### src/rtl/switch_debounce_capture.sv
// switch_debounce_capture: synchronize, debounce and report changes on board switches
//   CLOCK_50_I/RESETN_I : clock, asynchronous active-low reset
//   SWITCH_I            : raw bouncing switch levels
//   SW_DEB_O            : debounced levels
//   SW_RISE_O/SW_FALL_O : one-cycle pulses on accepted 0->1 / 1->0
//   EVENT_VALID_O/EVENT_IDX_O/EVENT_DIR_O/EVENT_ACK_I : valid/ack change-event record
//   OVERFLOW_O          : sticky, an event was lost while one was pending
//   EVENT_COUNT_O       : accepted event count when SWITCH_EVENT_COUNT_EN is defined, else 0
module switch_debounce_capture #(
    parameter int NUM_SW         = 18,
    parameter int TICK_CYCLES    = 500000,
    parameter int STABLE_SAMPLES = 4
) (
    input  logic              CLOCK_50_I,
    input  logic              RESETN_I,
    input  logic [NUM_SW-1:0] SWITCH_I,
    output logic [NUM_SW-1:0] SW_DEB_O,
    output logic [NUM_SW-1:0] SW_RISE_O,
    output logic [NUM_SW-1:0] SW_FALL_O,
    output logic              EVENT_VALID_O,
    output logic [4:0]        EVENT_IDX_O,
    output logic              EVENT_DIR_O,
    input  logic              EVENT_ACK_I,
    output logic              OVERFLOW_O,
    output logic [15:0]       EVENT_COUNT_O
);
    localparam int CW = $clog2(TICK_CYCLES);

    typedef enum logic {IDLE, PENDING} state_t;

    logic [NUM_SW-1:0]                     sync1_q, sync2_q;
    logic [CW-1:0]                         tick_cnt_q, tick_cnt_d;
    logic [NUM_SW-1:0][STABLE_SAMPLES-1:0] hist_q, hist_d;
    logic [NUM_SW-1:0]                     deb_q, deb_d, rise_q, rise_d, fall_q, fall_d, chg;
    state_t                                state_q, state_d;
    logic                                  valid_q, valid_d, dir_q, dir_d, ovf_q, ovf_d;
    logic [4:0]                            idx_q, idx_d, hi_idx;
    logic                                  hi_dir, tick, load;

    // Accepts are judged on the history as it will stand after this tick, so
    // the new level and its pulse appear the cycle after the tick.
    always_comb begin
        tick       = tick_cnt_q == CW'(TICK_CYCLES - 1);
        tick_cnt_d = tick ? '0 : tick_cnt_q + 1'b1;
        hist_d     = hist_q;
        rise_d     = '0;
        fall_d     = '0;
        for (int i = 0; i < NUM_SW; i++) begin
            if (tick)
                hist_d[i] = {hist_q[i][STABLE_SAMPLES-2:0], sync2_q[i]};
            rise_d[i] = tick & (&hist_d[i]) & ~deb_q[i];
            fall_d[i] = tick & ~(|hist_d[i]) & deb_q[i];
        end
        deb_d = (deb_q | rise_d) & ~fall_d;
        chg   = rise_d | fall_d;
        // Highest-numbered changed switch wins the event record.
        hi_idx = '0;
        hi_dir = 1'b0;
        for (int i = 0; i < NUM_SW; i++) begin
            if (chg[i]) begin
                hi_idx = 5'(i);
                hi_dir = rise_d[i];
            end
        end
        load    = (|chg) && (state_q == IDLE || EVENT_ACK_I);
        ovf_d   = ovf_q | ((|chg) && state_q == PENDING && !EVENT_ACK_I);
        state_d = load ? PENDING : (EVENT_ACK_I ? IDLE : state_q);
        valid_d = state_d == PENDING;
        idx_d   = load ? hi_idx : idx_q;
        dir_d   = load ? hi_dir : dir_q;
    end

    always_ff @(posedge CLOCK_50_I or negedge RESETN_I) begin
        if (!RESETN_I) begin
            sync1_q    <= '0;
            sync2_q    <= '0;
            tick_cnt_q <= '0;
            hist_q     <= '0;
            deb_q      <= '0;
            rise_q     <= '0;
            fall_q     <= '0;
            state_q    <= IDLE;
            valid_q    <= 1'b0;
            idx_q      <= '0;
            dir_q      <= 1'b0;
            ovf_q      <= 1'b0;
        end else begin
            sync1_q    <= SWITCH_I;
            sync2_q    <= sync1_q;
            tick_cnt_q <= tick_cnt_d;
            hist_q     <= hist_d;
            deb_q      <= deb_d;
            rise_q     <= rise_d;
            fall_q     <= fall_d;
            state_q    <= state_d;
            valid_q    <= valid_d;
            idx_q      <= idx_d;
            dir_q      <= dir_d;
            ovf_q      <= ovf_d;
        end
    end

    assign SW_DEB_O      = deb_q;
    assign SW_RISE_O     = rise_q;
    assign SW_FALL_O     = fall_q;
    assign EVENT_VALID_O = valid_q;
    assign EVENT_IDX_O   = idx_q;
    assign EVENT_DIR_O   = dir_q;
    assign OVERFLOW_O    = ovf_q;

`ifdef SWITCH_EVENT_COUNT_EN
    logic [15:0] evt_cnt_q, evt_cnt_d;

    always_comb evt_cnt_d = evt_cnt_q + 16'(load);

    always_ff @(posedge CLOCK_50_I or negedge RESETN_I) begin
        if (!RESETN_I)
            evt_cnt_q <= '0;
        else
            evt_cnt_q <= evt_cnt_d;
    end

    assign EVENT_COUNT_O = evt_cnt_q;
`else
    assign EVENT_COUNT_O = 16'h0000;
`endif
endmodule

### config.mk
export PLATFORM = sky130hd
export DESIGN_NAME = switch_debounce_capture
export DESIGN_NICKNAME = d
export VERILOG_FILES = /design/src/rtl/switch_debounce_capture.sv
export SDC_FILE = /design/constraint.sdc
export NUM_CORES = 1
export LEC_CHECK = 0
export ABC_AREA = 0
export BUFFER_PORTS_ARGS = -buffer_cell sky130_fd_sc_hd__buf_2
export CORE_ASPECT_RATIO = 1.5
export CORE_MARGIN = 2
export CORE_UTILIZATION = 45
export CTS_CLUSTER_DIAMETER = 150
export CTS_CLUSTER_SIZE = 10
export DETAILED_ROUTE_END_ITERATION = 8
export GPL_TIMING_DRIVEN = 0
export PLACE_DENSITY = 0.64
export SYNTH_ARGS = -nofsm -noshare
export SYNTH_HDL_FRONTEND = slang
export SYNTH_SLANG_ARGS = --single-unit
### constraint.sdc
create_clock -name CLOCK_50_I -period 2.29 [get_ports CLOCK_50_I]
set_input_delay 0.3435 -clock CLOCK_50_I [delete_from_list [all_inputs] [get_ports CLOCK_50_I]]
set_output_delay 0.3435 -clock CLOCK_50_I [all_outputs]
set_load 0.02 [all_outputs]
=== After elaboration in Yosys (flattened, before gate mapping) ===
Index checks and enable logic that the tools add are counted.

* Register bits: 189
* Latch bits: 0
* Bits in writable memories: 0
* Bits in read-only memories: 0
* Output and inout port bits: 78
* Logic and storage cells: 243
* Memories: 0

* Add/subtract/negate cells: 1
* Multipliers: 0
* Div/mod/pow operators: 0
* Order comparisons: 0
* Equality and inequality tests: 1
* Shifts and indexed selects: 0
* Multiplexer cells: 56
* Bitwise gates (word level): 114
* Reductions and logical operators: 43

{| class="wikitable"
|+ Operators with widths
! kind !! count
|-
| 5-bit 2-to-1 mux || 16
|-
| 1-bit AND || 72
|-
| 4-bit 2-to-1 mux || 18
|-
| 4-bit AND reduction || 18
|-
| 4-bit OR reduction || 18
|-
| 1-bit NOT || 37
|-
| 18-bit bitwise OR || 2
|-
| 1-bit 2-to-1 mux || 21
|-
| 19-bit by 1-bit adder with 19-bit output, second input constant || 1
|-
| 19-bit equality test, second input constant || 1
|-
| 19-bit 2-to-1 mux || 1
|-
| 18-bit AND || 1
|-
| 18-bit NOT || 1
|-
| 18-bit OR reduction || 1
|-
| 1-bit logical AND || 3
|-
| 2-bit nonzero test || 1
|-
| 1-bit logical NOT || 1
|-
| 1-bit logical OR || 1
|-
| 1-bit bitwise OR || 1
|}

=== Depth between registers and ports, before layout ===
* Word-level depth: 25
* Gate-level depth with buffers: 9

=== Worst setup path before layout ===
No wires, ideal clock.

* Path type: reg2reg
* Start point: register tick_cnt_q[5]
* End point: register dir_q (netlist: EVENT_DIR_O)
* Arrival: 2.313 ns
* Slack: -0.148 ns
* Cell stages (with the launch flop): 8
* Buffers on the path: 1
* Clock period less this slack: 2.438 ns
* Cells stage by stage: dfrtp_1 -> or4_4 -> or4_1 -> buf_2 -> a41oi_2 -> a211o_1 -> nand2_4 -> mux2_4

* Longest elaborated chain between the ends: 25
* Elaborated cells between the ends (all ways): 166
* Those cells by class: eq/ne (1); mux (36); bitwise (91); reduce/logical (38)

{| class="wikitable"
|+ Ends and longest elaborated chain
! element !! RTL line !! source
|-
| start: declaration || 32 || <nowiki>logic [CW-1:0] tick_cnt_q, tick_cnt_d;</nowiki>
|-
| start signal: assignment || 90 || <nowiki>tick_cnt_q <= tick_cnt_d;</nowiki>
|-
| 19-bit equality test * || 43 || <nowiki>tick = tick_cnt_q == CW'(TICK_CYCLES - 1);</nowiki>
|-
| 4-bit 2-to-1 mux || 49 || <nowiki>if (tick)</nowiki>
|-
| 4-bit OR reduction || 52 || <nowiki>fall_d[i] = tick & ~(|hist_d[i]) & deb_q[i];</nowiki>
|-
| 1-bit NOT || 52 ||
|-
| 1-bit AND (2 in a row) || 52 ||
|-
| 18-bit bitwise OR || 55 || <nowiki>chg = rise_d | fall_d;</nowiki>
|-
| 1-bit 2-to-1 mux (18 in a row) || 60 || <nowiki>if (chg[i]) begin</nowiki>
|-
| end signal: assignment || 98 || <nowiki>dir_q <= dir_d;</nowiki>
|-
| end: declaration || 36 || <nowiki>logic valid_q, valid_d, dir_q, dir_d, ovf_q, ovf_d;</nowiki>
|}

Every way passes the cells marked *; elsewhere a longest branch is shown, timed or not.
A chain may end at the register's enable or synchronous reset.

=== Final worst setup path ===
* Start point: register hist_q[20] (netlist bit)
* End point: register dir_q (netlist: EVENT_DIR_O)

* Longest elaborated chain between the ends: 19
* Elaborated cells between the ends (all ways): 24
* Those cells by class: mux (14); bitwise (6); reduce/logical (4)

{| class="wikitable"
|+ Ends and longest elaborated chain
! element !! RTL line !! source
|-
| start: declaration || 33 || <nowiki>logic [NUM_SW-1:0][STABLE_SAMPLES-1:0] hist_q, hist_d;</nowiki>
|-
| start signal: assignment || 91 || <nowiki>hist_q <= hist_d;</nowiki>
|-
| 4-bit 2-to-1 mux * || 49 ||
|-
| 4-bit OR reduction || 52 ||
|-
| 1-bit NOT || 52 ||
|-
| 1-bit AND (2 in a row) || 52 ||
|-
| 18-bit bitwise OR || 55 ||
|-
| 1-bit 2-to-1 mux (13 in a row) || 60 ||
|}

Marks and branches as above.

==> summary.txt <==
Placed design
  – Number of I/O port buffers: 82
  – Placed wire-length estimate: 12.1 mm
  – Dpl cells: 1023
  – DP Area: 0.00796 mm²
  – GPL Wtd Cong: 0.832

Synth
  – Syn_area_per_cell: 9.96 µm²
  – YS warnings: 0
  – Number of synthesized register bits: 171
  – Top_reg_cell synth: dfrtp_1
  – Netlist Area Pre-Place: 0.00719 mm²
  – Post-synth EDFFs: 0
  – Post-Synthesis Cells: 722
  – Ranking of synthesized cells by area: dfrtp_1 (60%), nand2_1 (11%), nor2_1 (3.0%), a21oi_1 (2.2%), nand3b_1 (1.9%)
  – Synth top area share: 59.5%
  – Async S/R FF share, synth: 100%
  – Register area share after synthesis: 59.5%
  – Cell taking the most area after synthesis: dfrtp_1
  – Synth top cells by count: nand2_1 (204), dfrtp_1 (171), nor2_1 (57)
  – Top-count cell post-synth: nand2_1
  – Post-synth cell types: 62

Outcome
  – Failing checks: negative setup slack
  – Status: finished with violations

Setup path
  – Path depth of the worst reg2reg path: 7
  – Max incr delay on CP: 0.58 ns
  – Reg-to-Reg Start: hist_q[20]
  – Critical path type: reg -> reg
  – Worst Path Max Fanout: 5
  – R2r endpoint: EVENT_DIR_O
  – Crit. Startpoint: hist_q[20]
  – Critical Path RT: 2.60 ns
  – Crit-path slowest cell: or4_4
  – Critical Path Sink: EVENT_DIR_O
  – FF-to-FF setup slack: -0.1 ns
  – WP data arrival: 2.70 ns
  – Crit-path cells: and3_1 -> nand3b_1 -> o2111ai_2 -> or4_4 -> a211o_1 -> nand2_4 -> mux2_4
  – Startpoint types: flop
  – CP endpoint kind: flop

Route
  – DRT Pass-1 Iters: 5
  – DR iter-0 viols: 254
  – Avg WL per Cell: 16.3 µm
  – Total routed wirelength: 17.7 mm
  – Antenna viol nets, final: 0
  – Via density: 5.34
  – DR DRC count: 0
  – Via count: 5782

Timing
  – Worst-Margin Slew: 0.635 ns
  – Final Setup Violations: 6
  – Max frequency: 0.418 GHz
  – Final WS setup: -0.0997 ns
  – Final Hold Fails: 0
  – Fin Hold WS: 0.0135 ns
  – RSZ-0062 raised after global routing: true
  – Max-slew violation count: 0
  – Tmin final: 2.39 ns
  – Clk_skew: 0.00936 ns
  – Tcrit/Tclk final: 104%
  – Slew Limit Headroom: 57.7%

Clocking
  – Num CTS Buffers: 17
  – Clock-pin slew on the worst setup and hold paths: 0.06 ns
  – H-tree lvl count: 4
  – TritonCTS clock tree: built
  – Clk_lat worst skew: 0.43 ns
  – TritonCTS Sinks: 171
  – CTS root buffer: clkbuf_16
  – Clk buf depth: 2

Layout
  – Share of cells above drive strength 1: 24.8%
  – Layout area overhead: 26.3%
  – Post-layout util: 58.1%
  – Fillers: 1331
  – Fin area: 0.00908 mm²
  – Antenna diodes: 0
  – Fin cells: 1082
  – Final net count: 890

Global routing
  – Grt ovf: 0
  – Vias in the first global route: 5779
  – Largest net degree at the start of global routing: 91
  – Initial antenna violation count: 0
  – First-pass GRT wire length: 28.2 mm
  – GRT Overall Usage: 21.3%

Floorplanning
  – Initial Utilization: 46.0%
  – DIE HEIGHT: 159 µm
  – Core Area: 0.0156 mm²
  – # rows: 56
  – Full die area: 0.0170 mm²
  – I/O Pins: 99
  – Die Wd: 107 µm

Flow run
  – Maxcap violations: 0

Worst hold path
  – Hold Path Class: in -> reg
  – Worst hold stages: 1
  – HP Start: SWITCH_I[2]

Power and ir drop
  – Static Leak: 4.66 nW
  – Design Power: 0.00620 W
  – Maximum vdd drop: 541 µV
  – Power density cells: 682 mW/mm²
==> layout by cell type, fill, tap and decap left out, types with 4 or more instances in the layout <==
cell,instances
a21oi_1,29
a41oi_1,7
and3_1,10
and3b_1,8
buf_2,84
buf_4,47
buf_6,4
bufinv_16,4
clkbuf_1,8
clkbuf_16,17
clkbuf_2,4
clkbuf_4,5
conb_1,16
dfrtp_1,170
inv_1,4
nand2_1,201
nand3_1,15
nand3b_1,18
nand4_1,12
nand4b_1,4
nor2_1,56
nor2b_1,9
nor3_1,19
nor3_2,5
o211ai_1,4
o21ai_0,11
or3_1,5
or4_4,5
xnor2_1,7
xor2_1,7
==> through the flow <==
| stage | setup WS [ns] | setup TNS, ns |
|---|---|---|
| global route | -0.174 | -0.888 |
| floorplan | -0.0567 | -0.0728 |
| global placement | -1.57 | -297.69 |
| finish | -0.0997 | -0.232 |
| CTS | -0.0814 | -0.283 |
| detailed placement | -0.819 | -37.41 |
==> repair_timing <==
action	CTS	global route
buffers inserted	27	5
resized for setup	45	40
gates cloned	0	0
hold endpoints to repair	81	1
hold buffers	1	1
pin swaps	14	8
setup endpoints to repair	110	103
==> critical path, delay by kind of cell (launching register included) <==
kind / cells / cell delay (ns)
flip-flops: 1 / 0.41
AO/OA/AOI/OAI: 2 / 0.54
multiplexers: 1 / 0.30
AND/OR/NAND/NOR: 4 / 1.03
==> power breakdown <==
part	switching (W)	internal, W	leakage [nW]
logic	0.0000954	0.0000449	2.08
registers	0.0000252	0.00305	2.29
clock network	0.00111	0.00187	0.289
==> cells by family (layout without fill, tap and decap cells) <==
kind of cell / after synthesis / after routing / share of synthesized area (%)
and+or+nand+nor: 396 / 396 / 26.2
xor gates and xnor gates: 14 / 14 / 1.71
AOI/OAI and AO/OA: 90 / 90 / 8.44
adders and majority gates: 1 / 1 / 0.174
DFF: 171 / 171 / 59.5
other: 1 / 16 / 0.0522
muxes: 3 / 3 / 0.487
buffers and inverters: 46 / 188 / 3.38
==> final cells by class <==
cell class	count	area, µm²	area share [%]
flip-flops and latches	171	4280	47.1
multi-input cells	520	2940	32.4
repair buffers	117	716	7.88
clock buffers	23	468	5.15
plain buffers	37	267	2.94
well taps	203	254	2.80
clock inverters	7	140	1.54
inverters	4	15.0	0.165
==> how the worst min path moves through the flow <==
| stage | endpoint | slack, ns |
|---|---|---|
| final | sync1_q[2] | 0.01 |
| after global routing | sync1_q[0] | 0.0008 |
| after CTS | sync1_q[2] | 0.006 |
| after detailed placement | sync2_q[8] | 0.34 |
| after global placement | sync2_q[2] | 0.33 |
| after floorplan | EVENT_DIR_O | 0.05 |
==> registers in the layout, summed over array words and instances (netlist names), 5 cells and up <==
register,count
tick_cnt_q,19
SW_RISE_O,18
sync2_q,18
hist_q,54
EVENT_IDX_O,5
sync1_q,18
SW_DEB_O,18
SW_FALL_O,18
==> metal layers <==
| metal | up-vias | GRT usage, % | share of wire, % |
|---|---|---|---|
| met1 | 2844 | 24.2 | 40 |
| met4 | 0 | 10.9 | 3.9 |
| met2 | 158 | 36.6 | 52 |
| met5 | - | 0 | 0 |
| li1 | 2733 | - | - |
| met3 | 47 | 5.17 | 4.4 |
No activity file was read; power rests on OpenSTA's default activity.
